**src/rtl/tick_gen_multi.sv**
```systemverilog
// Bank of independent tick generators with per-channel period settling,
// periodic or one-shot operation and a shared phase-restart strobe.
module tick_gen_multi #(
  parameter int N_CH       = 4,
  parameter int CNT_W      = 8,
  parameter int SETTLE_CYC = 2
) (
  input  logic                    clk,
  input  logic                    reset,
  input  logic [N_CH-1:0]         en,
  input  logic [N_CH-1:0]         mode,
  input  logic [N_CH*CNT_W-1:0]   period,
  input  logic                    sync,
  output logic [N_CH-1:0]         tick,
  output logic [N_CH-1:0]         stable,
  output logic                    any_tick
);

  typedef enum logic [1:0] {
    IDLE,
    SETTLE,
    RUN,
    DONE
  } state_t;

  localparam logic [7:0] SET_LAST = 8'(SETTLE_CYC - 1);
  localparam logic [CNT_W-1:0] ONE = CNT_W'(1);

  for (genvar i = 0; i < N_CH; i++) begin : g_ch
    state_t           st_q, st_d;
    logic [CNT_W-1:0] per_q, per_d;
    logic [CNT_W-1:0] cnt_q, cnt_d;
    logic [7:0]       set_q, set_d;
    logic             tick_q, tick_d;
    logic [CNT_W-1:0] p;
    logic [CNT_W-1:0] eff;
    logic             chg;

    assign p   = period[i*CNT_W +: CNT_W];
    // Zero period is treated as one so the tick spacing never collapses.
    assign eff = (p == '0) ? ONE : p;
    assign chg = (eff != per_q);

    always_ff @(posedge clk or posedge reset) begin
      if (reset) begin
        st_q   <= IDLE;
        per_q  <= '0;
        cnt_q  <= '0;
        set_q  <= '0;
        tick_q <= 1'b0;
      end else begin
        st_q   <= st_d;
        per_q  <= per_d;
        cnt_q  <= cnt_d;
        set_q  <= set_d;
        tick_q <= tick_d;
      end
    end

    always_comb begin
      st_d   = st_q;
      per_d  = per_q;
      cnt_d  = cnt_q;
      set_d  = set_q;
      tick_d = 1'b0;
      if (!en[i]) begin
        st_d  = IDLE;
        cnt_d = '0;
        set_d = '0;
      end else begin
        unique case (st_q)
          IDLE: begin
            st_d  = SETTLE;
            per_d = eff;
            set_d = '0;
          end
          SETTLE: begin
            if (chg) begin
              per_d = eff;
              set_d = '0;
            end else if (set_q == SET_LAST) begin
              st_d   = RUN;
              cnt_d  = '0;
              tick_d = !mode[i];
            end else begin
              set_d = set_q + 8'd1;
            end
          end
          RUN: begin
            if (chg) begin
              st_d  = SETTLE;
              per_d = eff;
              set_d = '0;
              cnt_d = '0;
            end else if (sync && !mode[i]) begin
              cnt_d  = '0;
              tick_d = 1'b1;
            end else if (cnt_q == per_q) begin
              tick_d = 1'b1;
              if (mode[i]) st_d = DONE;
              else cnt_d = '0;
            end else begin
              cnt_d = cnt_q + ONE;
            end
          end
          DONE: begin
            if (chg) begin
              st_d  = SETTLE;
              per_d = eff;
              set_d = '0;
              cnt_d = '0;
            end
          end
          default: st_d = IDLE;
        endcase
      end
    end

    assign tick[i]   = tick_q;
    assign stable[i] = (st_q == RUN) || (st_q == DONE);
  end

  assign any_tick = |tick;

endmodule

```
**config.mk**
```make
export PLATFORM = sky130hd
export DESIGN_NAME = tick_gen_multi
export DESIGN_NICKNAME = d
export VERILOG_FILES = /design/src/rtl/tick_gen_multi.sv
export SDC_FILE = /design/constraint.sdc
export NUM_CORES = 1
export LEC_CHECK = 0
export CAP_MARGIN = 25
export CORE_MARGIN = 2
export CORE_UTILIZATION = 33
export DETAILED_ROUTE_END_ITERATION = 6
export PLACE_DENSITY = 0.49
export SYNTH_ARGS = -nofsm -noshare
export SYNTH_HDL_FRONTEND = slang
export SYNTH_SLANG_ARGS = --single-unit
```
**constraint.sdc**
```tcl
create_clock -name clk -period 4.6 [get_ports clk]
set_input_delay 0.69 -clock clk [delete_from_list [all_inputs] [get_ports clk]]
set_output_delay 0.69 -clock clk [all_outputs]
set_load 0.005 [all_outputs]
```
Yosys cells after proc, flatten, opt, wreduce, memory -nomap -nowiden

Index checks and enable logic that the tools add are counted.

Eq/ne operators: 68
Add/sub/neg operators: 8
Multiplexer cells: 128
Reductions and logical operators: 45

Operator list:

| operator              | number |
|---|---|
| $mux W8               | 52 |
| $pmux W8 S3           | 8 |
| $add A8 B1 Y8 const B | 8 |
| $mux W2               | 32 |
| $ne A4 B4 Y1 const B  | 16 |
| $pmux W8 S2           | 4 |
| $ne A3 B3 Y1 const B  | 12 |
| $eq A8 B1 Y1 const B  | 4 |
| $eq A8 B8 Y1          | 4 |
| $logic_not A8 Y1      | 4 |
| $ne A8 B8 Y1          | 4 |
| $pmux W2 S4           | 4 |
| $mux W1               | 24 |
| $ne A6 B6 Y1 const B  | 4 |
| $reduce_and A6 Y1     | 4 |
| $reduce_and A5 Y1     | 4 |
| $eq A2 B2 Y1 const B  | 8 |
| $ne A4 B1 Y1 const B  | 4 |
| $reduce_and A2 Y1     | 8 |
| $ne A3 B2 Y1 const B  | 4 |
| $reduce_or A3 Y1      | 4 |
| $eq A2 B1 Y1 const B  | 4 |
| $logic_not A2 Y1      | 4 |
| $ne A2 B1 Y1 const B  | 4 |
| other kinds (6)       | 21 |

Register bits: 108
Logic and storage cells: 269

Longest topological paths before layout

Word-level depth: 6
Mapped depth: 9
Gate-level depth less buffers: 9

Worst setup path before layout

OpenSTA, ideal clock, no wires.

Path type: input to register
Start point: input period[28]
End point: register g_ch[3].per_q[1]
Cell stages on the path: 7
Buffers on the path: 1
Arrival time: 2.538 ns
Path slack: 1.937 ns
Cell sequence: xor2_1 > a2111o_1 > or3b_1 > or2_1 > buf_2 > o21ai_4 > mux2_2

Longest elaborated chain between the ends: 5

RTL lines:

| element                            | line | RTL |
|---|---|---|
| start, declared                    | 12   | `input logic [N_CH*CNT_W-1:0] period,` |
| $logic_not A8 Y1                   | 41   | `assign eff = (p == '0) ? ONE : p;` |
| $mux W8 *                          | 41   |  |
| $ne A8 B8 Y1                       | 42   | `assign chg = (eff != per_q);` |
| $ne A2 B1 Y1 (no source line)      | --   |  |
| $reduce_and A2 Y1 (no source line) | --   |  |
| end signal, assigned               | 53   | `per_q <= per_d;` |
| end, declared                      | 31   | `logic [CNT_W-1:0] per_q, per_d;` |

Mark *: on every way between the ends. The rest lies on a longest branch, timed or not. The select of a mux whose other input is x is not followed.
A chain may end at the register's enable or synchronous reset.

Worst setup path in the final report

Start point: input period[20]
End point: register g_ch[2].cnt_q[7]

Longest elaborated chain between the ends: 6

RTL lines:

| element              | line | RTL |
|---|---|---|
| $logic_not A8 Y1     | 41   |  |
| $mux W8 *            | 41   |  |
| $ne A8 B8 Y1 *       | 42   |  |
| $mux W8              | 90   | `if (chg) begin` |
| $pmux W8 S3          | 71   | `unique case (st_q)` |
| $mux W8              | 66   | `if (!en[i]) begin` |
| end signal, assigned | 54   | `cnt_q <= cnt_d;` |
| end, declared        | 32   | `logic [CNT_W-1:0] cnt_q, cnt_d;` |

Mark *: on every way between the ends. The rest lies on a longest branch, timed or not.

==> metrics.cfg <==
[status]
status=complete, no violations

[routing]
wire_per_inst_um=14.8
first_pass_iters=4
ant_nets=0
drc=0
drt_iter0_drc=333
vias=5548
via_per_inst=5.08
totalWireLength_mm=16.2

[die]
core_um2=20900
die-area_um2=22300
fp.dieH_um=149
ioPinCount=52
start_util=0.333
die_w_um=149
std_cell_rows=53

[clock_tree]
clock_latency_ns=0.35
clk_pin_slew_ns=0.07
root_buffer=clkbuf_16
cts_resized=0
htree_levels=3
clockBufferDepth=2
postCtsSetupBuffers=0
numCtsBuffers=9
cts_tree=built
cts_hold_buf=0
cts_sinks=108

[layout]
n_fill_cell=2136
final_nets=887
insertedDiodeCount=0
area_growth_pct=16.2
most-common-layout-cells=dfrtp_1, nand2_1, nor2_1
layout_commonest_cell=dfrtp_1
regArea_um2=2700
drive_gt1_frac=0.0941
multi_input_area_um2=4020

[sta]
worst_slew_pin_slew_ns=0.769
timing.hold.ws_ns=0.514
drv_slew=0
hold_viol=0
final-setup-viol-count=0
max_freq_mhz=327
finalClockSkew_ns=0.00802
slew-limit-headroom=0.483
tns_ns=0
rsz0062_at_grt=false
final.min_clock_period_ns=3.06
fin_crit_sh=0.665

[setup_path]
critPathLaunchType=primary input
cp-startpoint=period[20]
critPathMaxFanout=16
crit_arrival_ns=3.32
cp_data_required_time_ns=4.86
path_class=primary input to flop
critPathCaptureType=flop
r2r-start=g_ch[2].set_q[1]

[synth]
syn_area_um2=6960
synth_seq_area_share=0.388
yosys_warnings=0
synth.avg_cell_area_um2=9.08
synth_enable_flop_cells=0
synth_nets=839
synth_top_area_cell=dfrtp_1
synth_flop_cell=dfrtp_1
synthCells=766
synth.area.top_cells=dfrtp_1, ha_1, mux2_2
yosysUniqueCellTypes=70
ys_seq_elements=108
async_flop_share=1.00
synth_top_area_frac=0.388

[run]
cap_violations=0

[power]
irDropWorstVdd_mv=0.163
powerDensity_nw_per_um2=276
power.leakage_nw=3.28

[global_routing]
use_met1=0.216
antenna_found_initial=0
met3_usage=0.0257
grt_use_met2=0.242
grt_pass1_wl_mm=27.7
grt_start_max_net_pins=109
gr-usage-all-layers=0.153
grt-ovfl-total=0
top_usage_layer=met2
grt_pass1_vias=5417

[place]
hpwlAfterDp_mm=11.5
port_buffers=51
place_congestion=0.750

[worst_hold_path]
min_path_type=flop to flop
min_from=g_ch[3].cnt_q[7]

==> cells in the mapped netlist (3+ instances only) <==
cell and n:
a2bb2oi_1 4, nand4_1 14, nor2_1 67, buf_4 4
or4_1 7, o211ai_1 3, o21ai_0 34, nand3_1 27
and2_1 4, dfrtp_1 108, a21oi_1 48, or3_1 4
nor3b_1 6, a21o_1 8, nor2b_1 6, nand2_1 82
mux2_2 29, a21boi_0 6, nor3_1 34, xor2_1 30
o2111ai_1 3, a22oi_1 5, xnor2_1 35, clkbuf_1 9
o31ai_1 24, and3_1 9, o22ai_1 5, ha_1 30
or2_2 14, nand2b_1 9, mux2i_1 5, nor4_1 9
inv_1 37
==> worst max-delay path, stage by stage <==
cell and delay (ns):
clkdlybuf4s50_1 0.45, or4_4 0.56, o211ai_1 0.22, nor4b_4 0.42, nand2_1 0.49, nor3_1 0.30
o21ai_0 0.10, o31ai_1 0.09
==> worst paths after layout <==
path | to | depth (start not counted) | slack, ns
setup / recovery | g_ch[2].cnt_q[7] | 8 | 1.54
hold / removal | g_ch[3].cnt_q[7] | 1 | 0.51
setup reg to reg | g_ch[2].cnt_q[0] | 9 | 1.98
hold reg to reg | g_ch[3].cnt_q[7] | 1 | 0.51
max in group asynchronous | g_ch[1].cnt_q[0] | 3 | 3.33
min in group asynchronous | g_ch[0].tick_q | 3 | 0.82
==> metal layers <==
layer / vias to the layer above / share of wire
met2: 70 / 0.45
met5: - / 0
li1: 2822 / -
met3: 13 / 0.027
met1: 2643 / 0.51
met4: 0 / 0.016
==> registers in the layout, indices dropped and copies added (netlist names) <==
name	count
g_ch.per_q	32
g_ch.tick_q	4
g_ch.st_q	8
g_ch.set_q	32
g_ch.cnt_q	32
==> cells by family after synthesis <==
family,Yosys count,share of synthesized area
simple gates,312,0.234
fa+ha+maj,30,0.0539
flops,108,0.388
compound gates,162,0.155
xor+xnor,65,0.0818
mux,34,0.0541
buf+inv,55,0.0333
==> area by class of cell <==
class                   count  share of cell area
flip-flops and latches    108               0.334
inverters                  39              0.0184
clock buffers              11              0.0313
well taps                 275              0.0426
multi-input cells         603               0.498
repair buffers             53              0.0666
clock inverters             4             0.00898
==> where the power goes <==
group | switching (mW) | total (mW) | internal (mW)
Sequential | 0.0430 | 1.03 | 0.984
Combinational | 0.182 | 0.337 | 0.155
Clock | 0.365 | 0.869 | 0.504
==> per-stage QoR <==
step,worst slack [ns],instances,cell area [um^2],util,power (mW)
global route,1.27,1093,8080,0.387,2.35
global placement,1.17,1078,7760,0.371,1.39
CTS,1.53,1093,8080,0.387,2.28
finish,1.54,1093,8080,0.387,2.23
detailed placement,1.15,1078,7760,0.371,1.39
floorplan,1.06,766,6960,-,1.26
Note: power is estimated with default switching activity, not from simulation.
